==> src/rtl/alu.sv <==
// Registered ALU for the execute stage.
// Two WIDTH-bit operands and a 4-bit operation select produce a WIDTH-bit
// result plus zero / negative / signed-overflow flags, one cycle after the
// inputs are sampled. sel=0 holds every output register.
// Optional feature macro: ALU_CARRY_EN adds the registered carry output c.
module alu #(
  parameter int WIDTH = 8
) (
  input  logic             clk,
  input  logic             rst_n,
  input  logic [WIDTH-1:0] a,
  input  logic [WIDTH-1:0] b,
  input  logic [3:0]       sel,
  output logic             z,
  output logic             n,
  output logic             v,
`ifdef ALU_CARRY_EN
  output logic             c,
`endif
  output logic [WIDTH-1:0] out
);

  localparam logic [3:0] OP_NOP   = 4'd0;
  localparam logic [3:0] OP_ADD   = 4'd1;
  localparam logic [3:0] OP_SUB   = 4'd2;
  localparam logic [3:0] OP_SHL   = 4'd3;
  localparam logic [3:0] OP_SHR   = 4'd4;
  localparam logic [3:0] OP_AND   = 4'd5;
  localparam logic [3:0] OP_OR    = 4'd6;
  localparam logic [3:0] OP_PASSB = 4'd7;
  localparam logic [3:0] OP_PASSA = 4'd8;
  localparam logic [3:0] OP_VCC   = 4'd9;

  logic [WIDTH-1:0] w_sum;
  logic [WIDTH-1:0] w_diff;
  // One extra bit on top so the last bit shifted out of a lands at [WIDTH];
  // shift amounts beyond WIDTH push everything out and leave zeros.
  logic [WIDTH:0]   w_shl_ext;
  logic [WIDTH-1:0] w_res;
  logic             w_v;
  logic             w_c;

  assign w_sum     = a + b;
  assign w_diff    = a - b;
  assign w_shl_ext = {1'b0, a} << b;

  // Result, overflow and carry selection for the current operation.
  always_comb begin
    w_res = '0;
    w_v   = 1'b0;
    w_c   = 1'b0;
    case (sel)
      OP_ADD: begin
        w_res = w_sum;
        w_v   = (a[WIDTH-1] == b[WIDTH-1]) && (w_sum[WIDTH-1] != a[WIDTH-1]);
        w_c   = (w_sum < a);
      end
      OP_SUB: begin
        w_res = w_diff;
        w_v   = (a[WIDTH-1] != b[WIDTH-1]) && (w_diff[WIDTH-1] != a[WIDTH-1]);
        w_c   = (a >= b);
      end
      OP_SHL: begin
        w_res = w_shl_ext[WIDTH-1:0];
        w_c   = w_shl_ext[WIDTH];
      end
      OP_SHR:   w_res = a >> b;
      OP_AND:   w_res = a & b;
      OP_OR:    w_res = a | b;
      OP_PASSB: w_res = b;
      OP_PASSA: w_res = a;
      OP_VCC:   w_res = '1;
      default:  w_res = '0;
    endcase
  end

  logic w_upd;
  assign w_upd = (sel != OP_NOP);

  // Output registers; NOP leaves them untouched.
  always_ff @(posedge clk or negedge rst_n) begin
    if (!rst_n) begin
      out <= '0;
      z   <= 1'b1;
      n   <= 1'b0;
      v   <= 1'b0;
    end else if (w_upd) begin
      out <= w_res;
      z   <= (w_res == '0);
      n   <= w_res[WIDTH-1];
      v   <= w_v;
    end
  end

`ifdef ALU_CARRY_EN
  // Carry register, held on NOP like the other outputs.
  always_ff @(posedge clk or negedge rst_n) begin
    if (!rst_n)     c <= 1'b0;
    else if (w_upd) c <= w_c;
  end
`else
  logic w_c_unused;
  assign w_c_unused = w_c;
`endif

endmodule

==> config.mk <==
export PLATFORM = sky130hd
export DESIGN_NAME = alu
export DESIGN_NICKNAME = d
export VERILOG_FILES = /design/src/rtl/alu.sv
export SDC_FILE = /design/constraint.sdc
export NUM_CORES = 1
export LEC_CHECK = 0
export BUFFER_PORTS_ARGS = -buffer_cell sky130_fd_sc_hd__buf_2
export CORE_MARGIN = 1.5
export CORE_UTILIZATION = 45
export DETAILED_ROUTE_END_ITERATION = 16
export PLACE_DENSITY_LB_ADDON = 0.05
export REMOVE_ABC_BUFFERS = 1
export SYNTH_ARGS = -nofsm -noshare
export SYNTH_HDL_FRONTEND = slang
export SYNTH_SLANG_ARGS = --single-unit
==> constraint.sdc <==
create_clock -name clk -period 1.4 [get_ports clk]
set_input_delay 0.42 -clock clk [delete_from_list [all_inputs] [get_ports clk]]
set_output_delay 0.42 -clock clk [all_outputs]
set_load 0.01 [all_outputs]
==> summary.txt <==
Run status
  • Failing checks: setup timing
  • Outcome: finished with violations

Power and ir drop
  • Sw Ratio: 39.53%
  • Leak Pwr: 1.946 nW
  • Pwr/cell area: 508.1 mW/mm^2
  • Clock share of power: 17.2%
  • Sequential share of power: 15.6%
  • Max rail drop VDD: 0.5943 mV
  • Internal: 1.322 mW
  • Comb power frac: 67.1%
  • Net Sw Power: 0.8643 mW

CTS
  • TritonCTS buffer count: 3
  • Register clock-pin slew on the reported worst setup and hold paths: 0.05 ns
  • Clk_lat worst skew: 0.24 ns
  • CTS H-tree lvls: 1
  • Cts hold-fix bufs: 0
  • Num Clock Sinks: 10
  • Clock tree from TritonCTS: built
  • Maximum root-to-sink buffer count: 2
  • Clock Tree Root: clkbuf_8

Floorplan
  • Die area: 0.005783 mm^2
  • Die X-Extent: 76.05 um
  • Chip height: 76.05 um
  • Num ports: 33
  • Row cnt: 26
  • Core area: 0.005140 mm^2
  • Starting Density: 46.71%

Worst setup path
  • Reg2reg start: out[3]
  • Top Family by Delay on Critical Path: compound AO/OA/AOI/OAI gates
  • Crit path kind: primary input to register
  • CP bufs+invs: 3
  • Worst Path Max Fanout: 4
  • R2R Path End: out[3]
  • CP Launch Point: a[0]
  • CP max stage delay: 0.36 ns
  • R2r setup slk: 0.54 ns
  • Crit path cell chain: buf_12 -> inv_8 -> ha_4 -> inv_2 -> fa_2 -> nand2b_1 -> a221o_1 -> mux2i_2 -> o22ai_2 -> nor3_2 -> nand4bb_1 -> o31ai_2
  • CP Capture Type: register
  • Crit path DAT: 2.34 ns
  • Crit start category: primary input
  • R2R depth: 1
  • CP Data Required Time: 1.56 ns
  • Slowest stage cell on the critical path: fa_2

Drt
  • Residual DRC count: 0
  • DR WL/cell: 20.07 um
  • Routed vias: 3,222
  • Drt pass-1 iters: 5
  • ANT nets after route: 0
  • Iteration-0 DRC count of the detailed router: 287
  • Vias per Instance: 6.091
  • Detailed Route WL: 10,620 um

Layout
  • Area growth, synth to finish: 79.21%
  • Final Util: 83.71%
  • Share of cells above drive strength 1: 59.48%
  • Inserted Diodes: 0
  • Fin area: 0.004303 mm^2
  • Nets: 507

STA
  • Unrepaired setup endpoints after global routing: yes
  • Achievable frequency: 458.0 MHz
  • # setup viols final: 10
  • Min Tclk post-route: 2.183 ns
  • Period utilization: 155.9%
  • Hold Vio Cnt, Final: 0
  • Final Slew Violations: 0
  • Setup Skew: 0 ns
  • Slew HR: 64.92%
  • Post-route setup slack: -0.7832 ns
  • Worst slew pin tran: 0.5214 ns

Logic synthesis
  • Seq/Total Area, Yosys: 10.47%
  • Yosys warning count: 0
  • Share of the synthesized area in the top cell type: 11.99%
  • Synth unique cells: 67
  • Top post-synthesis cells by area: ha_1 (12%), dfrtp_1 (9.4%), mux2i_1 (6.3%)
  • Seq cells post-synth: 10
  • Synthesized instance count: 299
  • Leading area contributor after synthesis: ha_1
  • Most frequent cell after synthesis: nand2_1
  • Synth Area per Inst: 8.030 um^2
  • Cell Area, Synth: 0.002401 mm^2
  • EDFF count, synth: 0
  • Top_reg_cell synth: dfrtp_1
  • Async SR Flop Fraction: 100.0%
  • Top cells by count, synth: nand2_1 (28), ha_1 (23), inv_1 (21)

GRT
  • Pin count of the biggest net entering global routing: 17
  • Number of global-route vias before repair: 2,931
  • Initial antenna violation count: 0
  • All-Layer GR Usage: 32.57%
  • First-pass GRT wire length: 14,910 um
  • Remaining global-route overflow: 0

Placed design
  • Count of input and output buffers: 32
  • Post-detail-place hpwl: 7309 um
  • Placer Congestion: 1.013
  • Area post-placement: 0.003425 mm^2

Hold path
  • Worst hold path class: primary input to async pin

Job
  • Max-cap violations: 0
==> layout make-up <==
class                   count  area [um^2]
fillers                   304        837.1
clock buffers               4        55.05
flip-flops and latches     10        251.5
multi-input cells         244         2350
repair buffers            177         1436
well taps                  70        87.58
inverters                  24        122.6
==> stage by stage <==
stage | setup slack (ns) | total power, mW | cells | hold WS (ns) | setup TNS (ns)
after floorplan | -0.8562 | 0.8285 | 278 | 0.1244 | -5.678
after global placement | -1.195 | 1.406 | 502 | 0.2896 | -10.02
after detailed placement | -1.241 | 1.425 | 502 | 0.3017 | -10.29
after CTS | -0.7602 | 1.937 | 514 | 0.04540 | -6.341
after global routing | -0.8304 | 2.284 | 529 | 0.05735 | -6.437
final | -0.7832 | 2.186 | 529 | 0.04485 | -6.091
==> placed cells by master, fill, tap and decap left out, types with 7 or more instances in the layout <==
cell / count
o21ai_0: 7
nand2_1: 23
inv_2: 9
nor2_1: 18
a21oi_1: 12
buf_6: 26
buf_4: 123
nor3_1: 9
inv_1: 8
ha_4: 11
dfrtp_1: 9
buf_2: 21
ha_1: 8
mux2i_1: 11
==> sequential cells by signal (all words and copies together), names as in the netlist <==
signal	cells
n	1
out	7
v	1
z	1
==> how the worst max path moves through the flow <==
stage	to	cells past startpoint	slack, ns
3_3_place_gp	z	12	-1.20
3_5_place_dp	z	9	-1.24
5_1_grt	z	12	-0.83
2_1_floorplan	z	9	-0.86
6_report	z	12	-0.78
4_1_cts	z	11	-0.76
==> power groups by stage <==
stage	sequential (mW)	combinational [mW]	clock, mW
4_1_cts	0.340	1.22	0.378
3_3_place_gp	0.341	1.06	0
5_1_grt	0.345	1.54	0.395
6_report	0.342	1.47	0.377
3_5_place_dp	0.344	1.08	0
2_1_floorplan	0.361	0.468	0
==> routing by layer <==
metal	vias to the layer above	global-route usage, %	routed length [um]
met4	0	11.67	565
met3	55	5.150	774
met1	1517	43.06	4153
met5	-	0	0
met2	202	53.87	5125
li1	1448	-	-
==> repair_timing <==
item / CTS / global route
pin swaps: 32 / 36
setup endpoints to repair: 10 / 10
buffers inserted: 11 / 20
resized for setup: 66 / 92
==> cells by family (layout without fill, tap and decap cells) <==
logic type | count (synthesis) | after routing | synth area share, %
buffers and inverters | 45 | 205 | 9.589
DFF | 10 | 10 | 10.47
AOI/OAI and AO/OA | 87 | 87 | 27.25
and+or+nand+nor | 106 | 106 | 25.79
muxes | 21 | 21 | 11.41
xor gates and xnor gates | 5 | 5 | 1.824
adders and majority gates | 25 | 25 | 13.65
No activity file was read; power rests on OpenSTA's default activity.
